===== src/rtl/shared_bus_arbiter.sv =====
// Round-robin owner for an internal shared bus. It issues registered one-hot grants
// with a bounded hold, inserts a dead gap between owners, and drives a registered AND-OR bus.
module shared_bus_arbiter #(
  parameter int NUM_REQ    = 4,
  parameter int DATA_W     = 8,
  parameter int MAX_HOLD   = 16,
  parameter int TURNAROUND = 1
) (
  input  logic                        clk,
  input  logic                        reset,
  input  logic [NUM_REQ-1:0]          req,
  input  logic [NUM_REQ*DATA_W-1:0]   din,
  output logic [NUM_REQ-1:0]          gnt,
  output logic                        bus_valid,
  output logic [DATA_W-1:0]           bus_dout,
  output logic [$clog2(NUM_REQ)-1:0]  bus_owner
);

  localparam int OW = $clog2(NUM_REQ);
  localparam int HW = $clog2(MAX_HOLD + 1);
  localparam int TW = (TURNAROUND > 1) ? $clog2(TURNAROUND) : 1;
  localparam logic [HW-1:0] HOLD_LAST = HW'(MAX_HOLD);
  localparam logic [TW-1:0] TURN_LAST = (TURNAROUND > 0) ? TW'(TURNAROUND - 1) : '0;
  localparam logic [OW-1:0] PTR_RST   = OW'(NUM_REQ - 1);

  typedef enum logic [1:0] {IDLE = 2'd0, GRANT = 2'd1, TURN = 2'd2} state_e;

  state_e              state_q, state_d;
  logic [OW-1:0]       ptr_q, ptr_d;
  logic [HW-1:0]       hold_q, hold_d;
  logic [TW-1:0]       turn_q, turn_d;
  logic [NUM_REQ-1:0]  gnt_q, gnt_d;
  logic [OW-1:0]       owner_q, owner_d;
  logic                valid_q, valid_d;
  logic [DATA_W-1:0]   dout_q, dout_d;

  logic                beat_s;
  logic [DATA_W-1:0]   owner_data_s;
  logic                any_s, hi_found_s, arb_s;
  logic [OW-1:0]       low_s, hi_s, pick_s;

  // AND-OR bus: only the granted and requesting source contributes, so no contention is possible.
  always_comb begin
    owner_data_s = '0;
    for (int i = 0; i < NUM_REQ; i++) begin
      owner_data_s = owner_data_s | (din[i*DATA_W +: DATA_W] & {DATA_W{gnt_q[i] & req[i]}});
    end
    beat_s = |(gnt_q & req);
  end

  // Round-robin pick. Prefer the lowest request above the pointer, otherwise wrap to the lowest overall.
  always_comb begin
    any_s      = 1'b0;
    hi_found_s = 1'b0;
    low_s      = '0;
    hi_s       = '0;
    for (int i = NUM_REQ - 1; i >= 0; i--) begin
      if (req[i]) begin
        any_s = 1'b1;
        low_s = OW'(i);
        if (OW'(i) > ptr_q) begin
          hi_found_s = 1'b1;
          hi_s       = OW'(i);
        end
      end
    end
    pick_s = hi_found_s ? hi_s : low_s;
  end

  // Next-state logic and registered outputs.
  always_comb begin
    state_d = state_q;
    ptr_d   = ptr_q;
    hold_d  = hold_q;
    turn_d  = turn_q;
    gnt_d   = gnt_q;
    owner_d = owner_q;
    valid_d = beat_s;
    dout_d  = owner_data_s;
    arb_s   = 1'b0;
    case (state_q)
      IDLE: arb_s = 1'b1;
      GRANT: begin
        if (beat_s) begin
          hold_d = hold_q + HW'(1);
        end else begin
          hold_d = hold_q;
        end
        // A dropped request and the hold limit reached together give one release.
        if (!beat_s || (hold_q + HW'(1) == HOLD_LAST)) begin
          gnt_d   = '0;
          owner_d = '0;
          hold_d  = '0;
          if (TURNAROUND == 0) begin
            arb_s = 1'b1;
          end else begin
            state_d = TURN;
            turn_d  = '0;
          end
        end
      end
      TURN: begin
        if (turn_q == TURN_LAST) begin
          arb_s = 1'b1;
        end else begin
          turn_d = turn_q + TW'(1);
        end
      end
      default: state_d = IDLE;
    endcase
    if (arb_s) begin
      if (any_s) begin
        state_d = GRANT;
        gnt_d   = NUM_REQ'(1) << pick_s;
        owner_d = pick_s;
        ptr_d   = pick_s;
        hold_d  = '0;
      end else begin
        state_d = IDLE;
        gnt_d   = '0;
        owner_d = '0;
      end
    end
  end

  // State and output registers.
  always_ff @(posedge clk or posedge reset) begin
    if (reset) begin
      state_q <= IDLE;
      ptr_q   <= PTR_RST;
      hold_q  <= '0;
      turn_q  <= '0;
      gnt_q   <= '0;
      owner_q <= '0;
      valid_q <= 1'b0;
      dout_q  <= '0;
    end else begin
      state_q <= state_d;
      ptr_q   <= ptr_d;
      hold_q  <= hold_d;
      turn_q  <= turn_d;
      gnt_q   <= gnt_d;
      owner_q <= owner_d;
      valid_q <= valid_d;
      dout_q  <= dout_d;
    end
  end

  assign gnt       = gnt_q;
  assign bus_owner = owner_q;
  assign bus_valid = valid_q;
  assign bus_dout  = dout_q;

endmodule


===== config.mk =====
export PLATFORM = sky130hd
export DESIGN_NAME = shared_bus_arbiter
export DESIGN_NICKNAME = d
export VERILOG_FILES = /design/src/rtl/shared_bus_arbiter.sv
export SDC_FILE = /design/constraint.sdc
export NUM_CORES = 1
export LEC_CHECK = 0
export CAP_MARGIN = 20
export CORE_AREA = 8 8 66 68
export DETAILED_ROUTE_END_ITERATION = 8
export DIE_AREA = 0 0 74 76
export HOLD_SLACK_MARGIN = 0.03
export PLACE_DENSITY = 0.72
export SYNTH_ARGS = -nofsm -noshare
export SYNTH_HDL_FRONTEND = slang
export SYNTH_SLANG_ARGS = --single-unit

===== constraint.sdc =====
create_clock -name clk -period 2.2 [get_ports clk]
set_input_delay 0.22 -clock clk [delete_from_list [all_inputs] [get_ports clk]]
set_output_delay 0.22 -clock clk [all_outputs]
set_load 0.02 [all_outputs]

==> out/results.txt <==
run status -> completed
count leader, synth -> dfrtp_1
largest net degree at the start of global routing -> 25
Crit path max-delay family -> simple AND/OR/NAND/NOR gates
Via density -> 5.14
most common library cells after synthesis -> 22 x dfrtp_1, 19 x nand2_1, 16 x a22oi_1, 7 x a21oi_1, 7 x nor2_1
ANT nets after route -> 0
synth unique cells -> 38
worst ir drop on vdd -> 0.415 mV
Post-synth EDFFs -> 0
number of H-tree levels -> 1
CTS buffer count -> 3
synthesized area per cell -> 9.61 um2
row cnt -> 22
Hold-fix buffers, CTS -> 0
Min-Delay Path Class -> primary input to asynchronous set/reset pin
Post-Place Cells -> 226
mean routed wirelength per cell -> 15.4 um
Post-Synth Adder-Cell Area -> 1.01%
Port Buffers -> 52
Slew @ Worst Pin -> 0.527 ns
Antenna Cells -> 0
Core ar. -> 3440 um2
Worst-Skew Late Latency -> 0.32 ns
die area -> 5620 um2
Slew Limit Fails -> 0
Syn Nets -> 168
r2r setup slk -> 0.52 ns
reg2reg end -> gnt[3]
drt first pass iters -> 4
via total after detailed routing -> 1182
gr ovfl total -> 0
Synth Area in XOR/XNOR -> 0%
clk root buf -> clkbuf_4
Post-synth ARST share -> 100%
area of the multi-input gates -> 589 um2
FF/Latch Area -> 603 um2
Post-CTS Setup Bufs -> 0
RSZ-0062 raised after global routing -> no
Clock Path Buffers -> 2
Critical Path RT -> 2.41 ns
Leak Pwr -> 0.762 nW
Final Non-Filler Cells -> 230
CP arrival -> 1.89 ns
Max Cap Viol -> 0
share of the synthesized area in the top cell type -> 44.4%
Starting Density -> 36.0%
Crit. Startpoint -> gnt[3]
layout cells sized above 1 -> 7.69%
final hold vios -> 0
Pint -> 1.15 mW
CTS tree -> built
RD Place Congestion -> 0.803
CTS clk-pin slew, worst paths -> 0.13 ns
Compound-Gate Fraction of Synth Area -> 22.7%
dpl hpwl -> 2760 um
slew margin rel. -> 64.6%
Final Critical Period -> 1.68 ns
Clock power frac -> 10.6%
post-synthesis mux area share -> 0.807%
Clock Sinks -> 24
Worst Reg-to-Reg Cells -> 5
Flop pwr share -> 37.4%
io pins -> 53
CP Launch Type -> register
first-pass GRT wire length -> 5700 um
Synth area leaders -> dfrtp_1 44%, a22oi_1 9.7%, nand2_1 5.8%
slowest stage cell, crit path -> nor4_4
top_reg_cell synth -> dfrtp_1
Post-Synth Simple-Gate Area -> 23.0%
sw frac -> 40.8%
clock skew -> 0.00423 ns
r2r startpoint -> gnt[3]
Post-Syn Area -> 1240 um2
Detailed Route WL -> 3540 um
Seq cells post-synth -> 24
max incr delay on CP -> 0.51 ns
DRC -> 0
Iteration-0 DRC Markers -> 39
die width -> 74 um
Filler cells -> 299
power share of the combinational group -> 51.9%
post-cts resize count -> 0
Mapped Cells -> 129
Worst path depth -> 5
post-synthesis sequential area ratio -> 48.6%
total track usage -> 12.7%
NumNets Final -> 222
Net Switching -> 0.791 mW
Critical Path, Cell by Cell -> and2_1, nor4_4, a31oi_4, nor2_4, o22ai_1
largest family of logic cells by synthesized area -> simple AND/OR/NAND/NOR gates
maximum net fanout on the critical path -> 9
Crit. End Element -> register
Max Freq -> 0.596 GHz
Area Overhead vs Synth -> 47.8%
WP buf/inv -> 0
initial antenna violation count -> 0
setup TNS -> 0 ns
final setup vio count -> 0
power per cell area -> 1060 nW/um2
Synth area leader -> dfrtp_1
yosys warns -> 0
vias in the first global route -> 1233
critical path class -> register to register
die height -> 76 um
period utilization -> 76.2%
[sequential cells by signal, indices dropped and copies added (netlist names)]
| signal | cells |
|---|---|
| bus_dout | 8 |
| bus_owner | 2 |
| ptr_q | 2 |
| gnt | 4 |
| bus_valid | 1 |
| state_q | 2 |
| hold_q | 5 |
[metrics by stage]
step           hold WS [ns]  util (%)  total power, mW  instance area [um2]  setup slack [ns]
2_1_floorplan         0.233         -             1.32                 1240             0.552
3_3_place_gp          0.526      52.5             1.72                 1810             0.273
3_5_place_dp          0.529      52.5             1.75                 1810             0.184
4_1_cts               0.245      53.3             1.96                 1830             0.500
5_1_grt               0.247      53.3             2.08                 1830             0.396
6_report              0.228      53.3             1.94                 1830             0.523
[final cells by class]
type | count | share of cell area, %
clock buffers | 4 | 1.43
inverters | 3 | 0.614
multi-input cells | 96 | 32.2
flip-flops and latches | 24 | 32.9
well taps | 48 | 3.28
repair buffers | 55 | 29.6
[worst max-delay path by stage]
| stage | end | slack [ns] |
|---|---|---|
| 2_1_floorplan | bus_owner[0] | 0.55 |
| 5_1_grt | hold_q[4] | 0.40 |
| 6_report | gnt[3] | 0.52 |
| 3_5_place_dp | bus_owner[0] | 0.18 |
| 4_1_cts | gnt[2] | 0.50 |
| 3_3_place_gp | bus_owner[0] | 0.27 |
[worst reg2reg max path, stage by stage (launching register included)]
cell and delay [ns]:
dfrtp_1 0.42, and2_1 0.29, nor4_4 0.52, a31oi_4 0.08, nor2_4 0.17, o22ai_1 0.10
[cell usage in the layout, fill, tap and decap left out, types with 2 or more instances in the layout]
master / n
a22oi_1: 16
dfstp_2: 2
clkdlybuf4s50_1: 52
inv_1: 3
clkbuf_4: 3
a31oi_1: 3
a21oi_1: 7
nand2_1: 19
o21ai_0: 4
and2_1: 3
buf_4: 3
nor3_1: 3
nor2b_1: 3
o21ai_1: 5
nor2_1: 7
nand2b_1: 4
o22ai_1: 4
dfrtp_1: 22
[kinds of logic (layout without fill, tap and decap cells)]
family / after synthesis / after routing
AOI/OAI and AO/OA: 42 / 42
adders and majority gates: 1 / 1
DFF: 24 / 24
muxes: 1 / 1
buffers and inverters: 9 / 62
and+or+nand+nor: 52 / 52
[power groups by stage]
| stage | clock [mW] | combinational [mW] | sequential [mW] |
|---|---|---|---|
| after floorplan | 0 | 0.484 | 0.840 |
| after global placement | 0 | 0.997 | 0.727 |
| after detailed placement | 0 | 1.02 | 0.735 |
| after CTS | 0.210 | 1.02 | 0.726 |
| after global routing | 0.230 | 1.10 | 0.748 |
| final | 0.206 | 1.01 | 0.725 |
[routing by layer]
metal | global-route usage [%] | vias to the layer above | share of wire (%)
met5 | 0 | - | 0
li1 | - | 574 | -
met4 | 6.80 | 0 | 1.9
met1 | 14.7 | 542 | 44
met3 | 5.00 | 5 | 14
met2 | 19.3 | 61 | 41
(Power assumes the default switching activity.)
